===== src/rtl/smart_home_pkg.sv =====
// Shared definitions for the smart_home keypad front end: key codes,
// the entry state machine encoding and the password width.
package smart_home_pkg;

  localparam int PW_W = 17;

  localparam logic [3:0] KEY_CLR = 4'hA;
  localparam logic [3:0] KEY_ENT = 4'hB;
  localparam logic [3:0] KEY_CHG = 4'hC;

  typedef enum logic [1:0] {
    IDLE,
    ENTRY,
    WAIT_RESP,
    LOCKOUT
  } kp_state_t;

  // 99999 < 2^17, so the shifted-in decimal digit never overflows PW_W.
  function automatic logic [PW_W-1:0] acc_digit(input logic [PW_W-1:0] acc,
                                                input logic [3:0] digit);
    return acc * PW_W'(10) + PW_W'(digit);
  endfunction

endpackage


===== src/rtl/kp_timer.sv =====
// Loadable down-counter shared by the entry timeout, response window and
// lockout; done fires on a ticking cycle once the count has reached zero.
module kp_timer #(
  parameter int W = 13
) (
  input  logic         clk,
  input  logic         reset_n,
  input  logic         load,
  input  logic [W-1:0] load_val,
  input  logic         tick,
  output logic         done
);

  logic [W-1:0] count;

  always_ff @(posedge clk or negedge reset_n) begin
    if (!reset_n) begin
      count <= '0;
    end else if (load) begin
      count <= load_val;
    end else if (tick && count != '0) begin
      count <= count - W'(1);
    end
  end

  assign done = tick && (count == '0);

endmodule


===== src/rtl/keypad_entry.sv =====
// Keypad front end: assembles decimal passwords, issues unlock/change
// strobes per room, and tracks failed unlock attempts with a lockout.
module keypad_entry
  import smart_home_pkg::*;
#(
  parameter int DIGITS         = 5,
  parameter int TIMEOUT_CYCLES = 1000,
  parameter int RESP_CYCLES    = 4,
  parameter int MAX_TRIES      = 3,
  parameter int LOCKOUT_CYCLES = 5000
) (
  input  logic            clk,
  input  logic            reset_n,
  input  logic            key_valid,
  input  logic [3:0]      key_code,
  input  logic [2:0]      room_sel,
  input  logic            unlock,
  output logic [PW_W-1:0] in_password,
  output logic [PW_W-1:0] change_password,
  output logic [7:0]      e_button,
  output logic [7:0]      rs_button,
  output logic            entry_err,
  output logic            locked_out,
  output logic [2:0]      digit_cnt
);

  localparam int MAX_AB = (TIMEOUT_CYCLES > RESP_CYCLES) ? TIMEOUT_CYCLES : RESP_CYCLES;
  localparam int MAX_C  = (LOCKOUT_CYCLES > MAX_AB) ? LOCKOUT_CYCLES : MAX_AB;
  localparam int TW     = $clog2(MAX_C + 1);
  localparam int TRW    = $clog2(MAX_TRIES + 1);

  localparam logic [TW-1:0]  TOUT_LD = TW'(TIMEOUT_CYCLES - 1);
  localparam logic [TW-1:0]  RESP_LD = TW'(RESP_CYCLES - 1);
  localparam logic [TW-1:0]  LOCK_LD = TW'(LOCKOUT_CYCLES - 1);
  localparam logic [2:0]     FULL    = 3'(DIGITS);
  localparam logic [TRW-1:0] LAST_TRY = TRW'(MAX_TRIES - 1);

  kp_state_t       state, state_next;
  logic [PW_W-1:0] acc, acc_next;
  logic [2:0]      cnt_next;
  logic [2:0]      room, room_next;
  logic            chg, chg_next;
  logic [TRW-1:0]  tries, tries_next;
  logic [PW_W-1:0] in_pw_next, chg_pw_next;
  logic [7:0]      e_next, rs_next;
  logic            err_next, lock_next;
  logic            t_load, t_tick, t_done;
  logic [TW-1:0]   t_val;
  logic            is_digit;

  kp_timer #(.W(TW)) u_timer (
    .clk      (clk),
    .reset_n  (reset_n),
    .load     (t_load),
    .load_val (t_val),
    .tick     (t_tick),
    .done     (t_done)
  );

  assign is_digit = (key_code <= 4'd9);

  always_comb begin
    state_next  = state;
    acc_next    = acc;
    cnt_next    = digit_cnt;
    room_next   = room;
    chg_next    = chg;
    tries_next  = tries;
    in_pw_next  = in_password;
    chg_pw_next = change_password;
    e_next      = '0;
    rs_next     = '0;
    err_next    = 1'b0;
    lock_next   = locked_out;
    t_load      = 1'b0;
    t_val       = TOUT_LD;
    t_tick      = 1'b0;

    case (state)
      IDLE: begin
        if (key_valid && is_digit) begin
          acc_next   = PW_W'(key_code);
          cnt_next   = 3'd1;
          room_next  = room_sel;
          chg_next   = 1'b0;
          t_load     = 1'b1;
          state_next = ENTRY;
        end else if (key_valid && key_code == KEY_CHG) begin
          acc_next   = '0;
          cnt_next   = 3'd0;
          room_next  = room_sel;
          chg_next   = 1'b1;
          t_load     = 1'b1;
          state_next = ENTRY;
        end
      end

      ENTRY: begin
        if (key_valid) begin
          // Any key, even a dropped digit, restarts the idle timer.
          t_load = 1'b1;
          if (is_digit) begin
            if (digit_cnt < FULL) begin
              acc_next = acc_digit(acc, key_code);
              cnt_next = digit_cnt + 3'd1;
            end
          end else if (key_code == KEY_CLR) begin
            acc_next   = '0;
            cnt_next   = '0;
            chg_next   = 1'b0;
            state_next = IDLE;
          end else if (key_code == KEY_ENT) begin
            acc_next   = '0;
            cnt_next   = '0;
            chg_next   = 1'b0;
            state_next = IDLE;
            if (digit_cnt < FULL) begin
              err_next = 1'b1;
            end else if (chg) begin
              chg_pw_next = acc;
              rs_next     = 8'd1 << room;
            end else begin
              in_pw_next = acc;
              e_next     = 8'd1 << room;
              t_val      = RESP_LD;
              state_next = WAIT_RESP;
            end
          end
        end else begin
          t_tick = 1'b1;
          if (t_done) begin
            err_next   = 1'b1;
            acc_next   = '0;
            cnt_next   = '0;
            chg_next   = 1'b0;
            state_next = IDLE;
          end
        end
      end

      WAIT_RESP: begin
        t_tick = 1'b1;
        if (unlock) begin
          tries_next = '0;
          state_next = IDLE;
        end else if (t_done) begin
          if (tries == LAST_TRY) begin
            tries_next = '0;
            lock_next  = 1'b1;
            t_load     = 1'b1;
            t_val      = LOCK_LD;
            state_next = LOCKOUT;
          end else begin
            tries_next = tries + TRW'(1);
            state_next = IDLE;
          end
        end
      end

      LOCKOUT: begin
        t_tick = 1'b1;
        if (t_done) begin
          lock_next  = 1'b0;
          state_next = IDLE;
        end
      end

      default: state_next = IDLE;
    endcase
  end

  always_ff @(posedge clk or negedge reset_n) begin
    if (!reset_n) begin
      state           <= IDLE;
      acc             <= '0;
      digit_cnt       <= '0;
      room            <= '0;
      chg             <= 1'b0;
      tries           <= '0;
      in_password     <= '0;
      change_password <= '0;
      e_button        <= '0;
      rs_button       <= '0;
      entry_err       <= 1'b0;
      locked_out      <= 1'b0;
    end else begin
      state           <= state_next;
      acc             <= acc_next;
      digit_cnt       <= cnt_next;
      room            <= room_next;
      chg             <= chg_next;
      tries           <= tries_next;
      in_password     <= in_pw_next;
      change_password <= chg_pw_next;
      e_button        <= e_next;
      rs_button       <= rs_next;
      entry_err       <= err_next;
      locked_out      <= lock_next;
    end
  end

endmodule


===== config.mk =====
export PLATFORM = sky130hd
export DESIGN_NAME = keypad_entry
export DESIGN_NICKNAME = d
export VERILOG_FILES = /design/src/rtl/smart_home_pkg.sv /design/src/rtl/kp_timer.sv /design/src/rtl/keypad_entry.sv
export SDC_FILE = /design/constraint.sdc
export NUM_CORES = 1
export LEC_CHECK = 0
export CAP_MARGIN = 30
export CORE_MARGIN = 3
export CORE_UTILIZATION = 62
export CTS_BUF_LIST = sky130_fd_sc_hd__clkbuf_8
export CTS_CLUSTER_SIZE = 30
export DETAILED_ROUTE_END_ITERATION = 12
export PLACE_DENSITY = 0.88
export SETUP_SLACK_MARGIN = 0.02
export SYNTH_ARGS = -nofsm -noshare
export SYNTH_HDL_FRONTEND = slang
export SYNTH_SLANG_ARGS = --single-unit

===== constraint.sdc =====
create_clock -name clk -period 9.1 [get_ports clk]
set_clock_uncertainty 0.1 [all_clocks]
set_input_delay 2.73 -clock clk [delete_from_list [all_inputs] [get_ports clk]]
set_output_delay 2.73 -clock clk [all_outputs]
set_load 0.01 [all_outputs]

==> results of run 1 <==
[placed cells by master, fill, tap and decap left out, types with 3 or more instances in the layout]
master | Yosys | final
a211oi_1 | 4 | 4
a21o_1 | 9 | 9
a21oi_1 | 24 | 24
a221o_1 | 3 | 3
a31oi_1 | 4 | 4
and3_1 | 6 | 6
buf_4 | 0 | 3
clkbuf_8 | 0 | 9
clkdlybuf4s50_1 | 0 | 64
dfrtp_1 | 93 | 93
ha_1 | 35 | 35
inv_1 | 12 | 12
mux2_2 | 20 | 20
nand2_1 | 97 | 97
nand2b_1 | 3 | 3
nand3_1 | 8 | 8
nand4_1 | 6 | 6
nor2_1 | 35 | 35
nor3_1 | 17 | 17
nor3b_1 | 3 | 3
nor4_1 | 12 | 11
o211ai_1 | 4 | 4
o21a_1 | 4 | 4
o21ai_0 | 26 | 26
o31ai_1 | 3 | 3
xnor2_1 | 20 | 20
xor2_1 | 11 | 11
[registers in the layout (all words and copies together) (netlist names)]
name and flops:
acc 17, change_password 17, in_password 17, u_timer.count 13
e_button 8, rs_button 8, digit_cnt 3, room 3
state 2, tries 2, chg 1, entry_err 1
locked_out 1
[through the flow]
step	setup WS [ns]	total power, W
2_1_floorplan	4.59	0.000986
3_3_place_gp	3.82	0.00110
3_5_place_dp	3.65	0.00113
4_1_cts	4.02	0.00142
5_1_grt	3.69	0.00153
6_report	3.96	0.00143
[where the power goes]
group	leakage, nW	internal [W]	switching, W
Sequential	1.25	0.000472	0.0000969
Clock	0.0997	0.000131	0.000160
Combinational	1.43	0.000234	0.000338
Total	2.78	0.000838	0.000595
[worst register-to-register path, delay by kind of cell (launching register included)]
| family | cells | cell delay [ns] |
|---|---|---|
| xor+xnor | 2 | 0.41 |
| flops | 1 | 0.50 |
| compound gates | 3 | 0.78 |
| simple gates | 3 | 0.97 |
| fa+ha+maj | 3 | 1.01 |
[logic make-up after synthesis]
group	share of synthesized area, %
AND/OR/NAND/NOR	19.3
AO/OA/AOI/OAI	12.9
flip-flops	46.0
adder cells (fa/ha/maj)	9.44
XOR/XNOR	5.36
buffers and inverters	2.57
multiplexers	4.45
[per-layer routing]
layer | part of all wire, % | up-vias | global-route usage, %
li1 | - | 1948 | -
met1 | 43 | 2016 | 38.9
met2 | 48 | 198 | 45.1
met3 | 6.4 | 38 | 4.38
met4 | 2.7 | 0 | 12.1
met5 | 0 | - | 0
[final cells by class]
cell class / count / share of cell area, %
clock buffer: 9 / 2.07
clock inverter: 7 / 1.36
inverter: 12 / 0.753
multi-input combinational: 393 / 43.7
sequential: 93 / 38.9
tap: 102 / 2.13
timing repair buffer: 67 / 11.1
[worst max-delay path by stage]
stage,start,endpoint,slack [ns],depth (start not counted)
detailed placement,key_valid,acc[3],3.65,9
finish,key_valid,acc[3],3.96,9
CTS,key_valid,acc[3],4.02,9
global placement,key_valid,acc[2],3.82,9
floorplan,key_valid,in_password[2],4.59,6
global route,key_valid,acc[2],3.69,9
==> flow_metrics.py, run 1 <==
metrics = {
    "drt": {
        "first_iter_violations": 363,
        "drc_errors": 0,
        "firstDrtPassIters": 5,
        "viasPerCell": 6.15,
        "routed_wl_um": 12300,
        "num_vias": 4200,
        "avgRoutedWirePerCell_um": 18.0,
        "final_antenna_net_count": 0,
    },
    "clock_network": {
        "cts_max_level": 3,
        "clk_pin_slew_ns": 0.10,
        "cts.repair.resized": 0,
        "cts_tree": "done",
        "hold_buffers": 0,
        "clk_latency_ns": 0.37,
        "postCtsSetupRepairBufs": 0,
        "cts.sinks": 93,
        "clockBufferDepth": 2,
        "cts-root-buf": "clkbuf_8",
        "numCtsBuffers": 9,
    },
    "synthesis": {
        "yosys-top-cells-area": "dfrtp_1, ha_1, nand2_1",
        "yosys_warnings": 0,
        "synth.largest_area_cell": "dfrtp_1",
        "synth_enable_flop_cells": 0,
        "synthTopCellsByCount": "nand2_1, dfrtp_1, ha_1, nor2_1, o21ai_0",
        "synth-main-ff-cell": "dfrtp_1",
        "syn-num-nets": 564,
        "ys_ff_latch": 93,
        "synth.distinct_cells": 54,
        "syn_area_um2": 5060,
        "synthCells": 516,
        "synth.most_common_cell": "nand2_1",
        "ys_seq_area_share_pct": 46.0,
        "synthArstFlopShare_pct": 100,
        "synth_top_area_share_pct": 46.0,
        "avgSynthCellArea_um2": 9.81,
    },
    "sta": {
        "worst_pin_slew_ns": 0.977,
        "relSlewSlack_pct": 34.7,
        "period_needed_ns": 5.14,
        "slew_viol_final": 0,
        "rsz0062_at_grt": "false",
        "fin_tns_setup_ns": 0,
        "whs_ns": 0.387,
        "fmax_mhz": 194,
        "hold_viol_final": 0,
        "setup_violations": 0,
        "period_share_pct": 56.5,
    },
    "power": {
        "p_per_area_nw_per_um2": 240,
        "p_leak_nw": 2.78,
        "irDropWorstVdd_mv": 0.147,
    },
    "critical_path": {
        "rr_startpoint": "acc[1]",
        "regToRegSetupSlack_ns": 5.26,
        "setup.worst_path.class": "input pin to register",
        "cp_slowest_cell": "clkdlybuf4s50_1",
        "crit_chain": "clkdlybuf4s50_1 > nor2b_1 > o31ai_1 > nor4_4 > nand2b_2 > nand3_2 > o211ai_4 > nor4_1 > a221o_1",
        "critPathBufInv": 1,
        "reg2reg_depth": 11,
        "critical_path.top_delay_family": "compound AO/OA/AOI/OAI gates",
        "r2r_end": "acc[16]",
        "start_kind": "input pin",
        "slowest_delay_ns": 0.69,
        "required_ns": 9.25,
        "critPathCaptureType": "register",
        "crit_fanout": 25,
        "arrival_ns": 5.30,
    },
    "finish": {
        "syn_to_final_growth_pct": 18.1,
        "fin_util_pct": 76.6,
        "drive_gt1_share_pct": 8.78,
        "stdcell_area_um2": 5980,
        "multi_input_area_um2": 2610,
        "seq_area_um2": 2330,
        "layout.nets": 624,
        "final_cells": 683,
        "antenna_cells": 0,
        "n_fill_cell": 515,
    },
    "floorplanning": {
        "dieWidth_um": 96.4,
        "die_h_um": 96.4,
        "io_pins": 66,
        "start_util_pct": 64.8,
        "num_rows": 32,
        "dieArea_um2": 9290,
        "core_um2": 7810,
    },
    "grt": {
        "grt.overflow.total": 0,
        "grtUsageTotal_pct": 28.4,
        "antenna_found_initial": 0,
        "grt_max_degree": 58,
        "grt_first_pass_wirelength_um": 20400,
        "grt_pass1_vias": 4120,
    },
    "hold_path": {
        "holdPathStages": 2,
        "min-delay-path-class": "register to register",
        "worst_hold_startpoint": "in_password[6]",
        "hold_end": "in_password[6]",
    },
    "place": {
        "port_buffers": 65,
        "placed_area_um2": 5770,
        "hpwl_um": 8790,
        "place.gp.congestion": 0.985,
        "placed_cells": 667,
    },
    "status": {
        "status": "finished, final reports clean",
    },
    "job": {
        "maxCapViolCount": 0,
    },
}
(Power assumes the default switching activity.)
==> run 2, diff against run 1 <==
CORE_UTILIZATION = 57   (was 62)
PLACE_DENSITY = 0.82   (was 0.88)
clock period = 5.2 ns   (was 9.1 ns; I/O delays follow)
==> flow_metrics.py, run 2 (synthesis gave the netlist of run 1 again) <==
metrics = {
    "sta": {
        "slew_viol_final": 0,
        "period_needed_ns": 4.05,
        "whs_ns": 0.383,
        "fin_tns_setup_ns": 0,
        "relSlewSlack_pct": 37.6,
        "rsz0062_at_grt": "false",
        "hold_viol_final": 0,
        "setup_violations": 0,
        "fmax_mhz": 247,
        "period_share_pct": 77.9,
        "worst_pin_slew_ns": 0.934,
    },
    "clock_network": {
        "cts_tree": "done",
        "numCtsBuffers": 9,
        "clockBufferDepth": 2,
        "cts_max_level": 3,
        "cts.repair.resized": 0,
        "cts-root-buf": "clkbuf_8",
        "cts.sinks": 93,
        "clk_pin_slew_ns": 0.10,
        "clk_latency_ns": 0.36,
        "hold_buffers": 0,
        "postCtsSetupRepairBufs": 0,
    },
    "finish": {
        "syn_to_final_growth_pct": 17.7,
        "largest_registers": "acc: 17 flops, change_password: 17 flops, in_password: 17 flops",
        "layout_common_cells": "nand2_1, dfrtp_1, clkdlybuf4s50_1",
        "layout.nets": 624,
        "layout_commonest_cell": "nand2_1",
        "antenna_cells": 0,
        "final_cells": 686,
        "drive_gt1_share_pct": 8.78,
        "n_fill_cell": 649,
    },
    "power": {
        "p_leak_nw": 2.77,
        "p_per_area_nw_per_um2": 405,
        "irDropWorstVdd_mv": 0.242,
    },
    "critical_path": {
        "required_ns": 5.34,
        "crit_fanout": 25,
        "startpoint": "key_valid",
        "start_kind": "input pin",
        "setup.worst_path.class": "input pin to register",
        "arrival_ns": 4.20,
        "critPathCaptureType": "register",
        "rr_startpoint": "acc[1]",
    },
    "floorplanning": {
        "die_h_um": 100,
        "dieArea_um2": 10000,
        "core_um2": 8420,
        "dieWidth_um": 100,
        "num_rows": 33,
        "io_pins": 66,
        "start_util_pct": 60.1,
    },
    "drt": {
        "drc_errors": 0,
        "final_antenna_net_count": 0,
        "first_iter_violations": 306,
        "routed_wl_um": 11300,
        "viasPerCell": 5.89,
        "num_vias": 4041,
        "avgRoutedWirePerCell_um": 16.5,
        "firstDrtPassIters": 5,
    },
    "grt": {
        "grt.overflow.total": 0,
        "grt_max_degree": 71,
        "grtUsageTotal_pct": 23.5,
        "antenna_found_initial": 0,
        "grt_first_pass_wirelength_um": 19100,
        "grt_pass1_vias": 3825,
    },
    "hold_path": {
        "min-delay-path-class": "register to register",
        "worst_hold_startpoint": "in_password[15]",
    },
    "place": {
        "port_buffers": 65,
        "placed_cells": 670,
        "hpwl_um": 8250,
        "place.gp.congestion": 0.887,
    },
    "job": {
        "maxCapViolCount": 0,
    },
    "status": {
        "status": "finished, final reports clean",
    },
}
-- run 2: cell types whose count changed in the layout (fill, tap and decap cells not counted) --
cell	change
bufinv_16	-1
clkinv_4	+1
inv_8	-1
clkinv_2	+1
clkinvlp_4	-2
inv_6	+2
-- run 2: routing by layer --
| layer | up-vias | share of wire (%) | GRT usage (%) | wire length (µm) |
|---|---|---|---|---|
| met5 | - | 0 | 0 | 0 |
| met2 | 135 | 44 | 34.5 | 5020 |
| met3 | 15 | 6.1 | 5.28 | 696 |
| li1 | 1942 | - | - | - |
| met1 | 1949 | 48 | 35.1 | 5450 |
| met4 | 0 | 1.3 | 6.42 | 152 |
-- run 2: final cells by class --
class | instances | area, µm² | share of cell area, %
multi-input combinational | 393 | 2610 | 43.8
sequential | 93 | 2330 | 39.1
timing repair buffer | 67 | 663 | 11.1
tap | 105 | 131 | 2.20
clock buffer | 9 | 124 | 2.08
clock inverter | 7 | 56.3 | 0.945
inverter | 12 | 45.0 | 0.756
-- run 2: worst paths after layout --
path / end / slack (ns) / cells after the start
max reg2reg: acc[15] / 1.35 / 11
min in group asynchronous: in_password[13] / 1.20 / 1
min: in_password[15] / 0.38 / 2
max in group asynchronous: digit_cnt[0] / 2.91 / 2
min reg2reg: in_password[15] / 0.38 / 2
max: acc[2] / 1.15 / 9
-- run 2: per-stage QoR --
step	worst slack (ns)	util, %	power, W	cell area (µm²)
after floorplan	1.86	-	0.00173	5060
after global placement	1.02	68.6	0.00192	5780
after detailed placement	0.848	68.6	0.00196	5780
after CTS	1.23	70.7	0.00242	5960
after global routing	1.02	70.7	0.00259	5960
final	1.15	70.7	0.00241	5960
-- run 2: where the power goes --
group / switching [W] / internal, W
Combinational: 0.000568 / 0.000406
Clock: 0.000271 / 0.000182
Sequential: 0.000160 / 0.000827
Total: 0.000999 / 0.00141
-- run 2: worst max-delay path, cell delays in order --
cell and delay [ns]:
clkdlybuf4s50_1 0.71, nor2b_1 0.12, o31ai_1 0.68, nor4_4 0.16, nand2b_2 0.14, nand3_2 0.10, o211ai_4 0.32, nor4_1 0.12
a221o_1 0.28
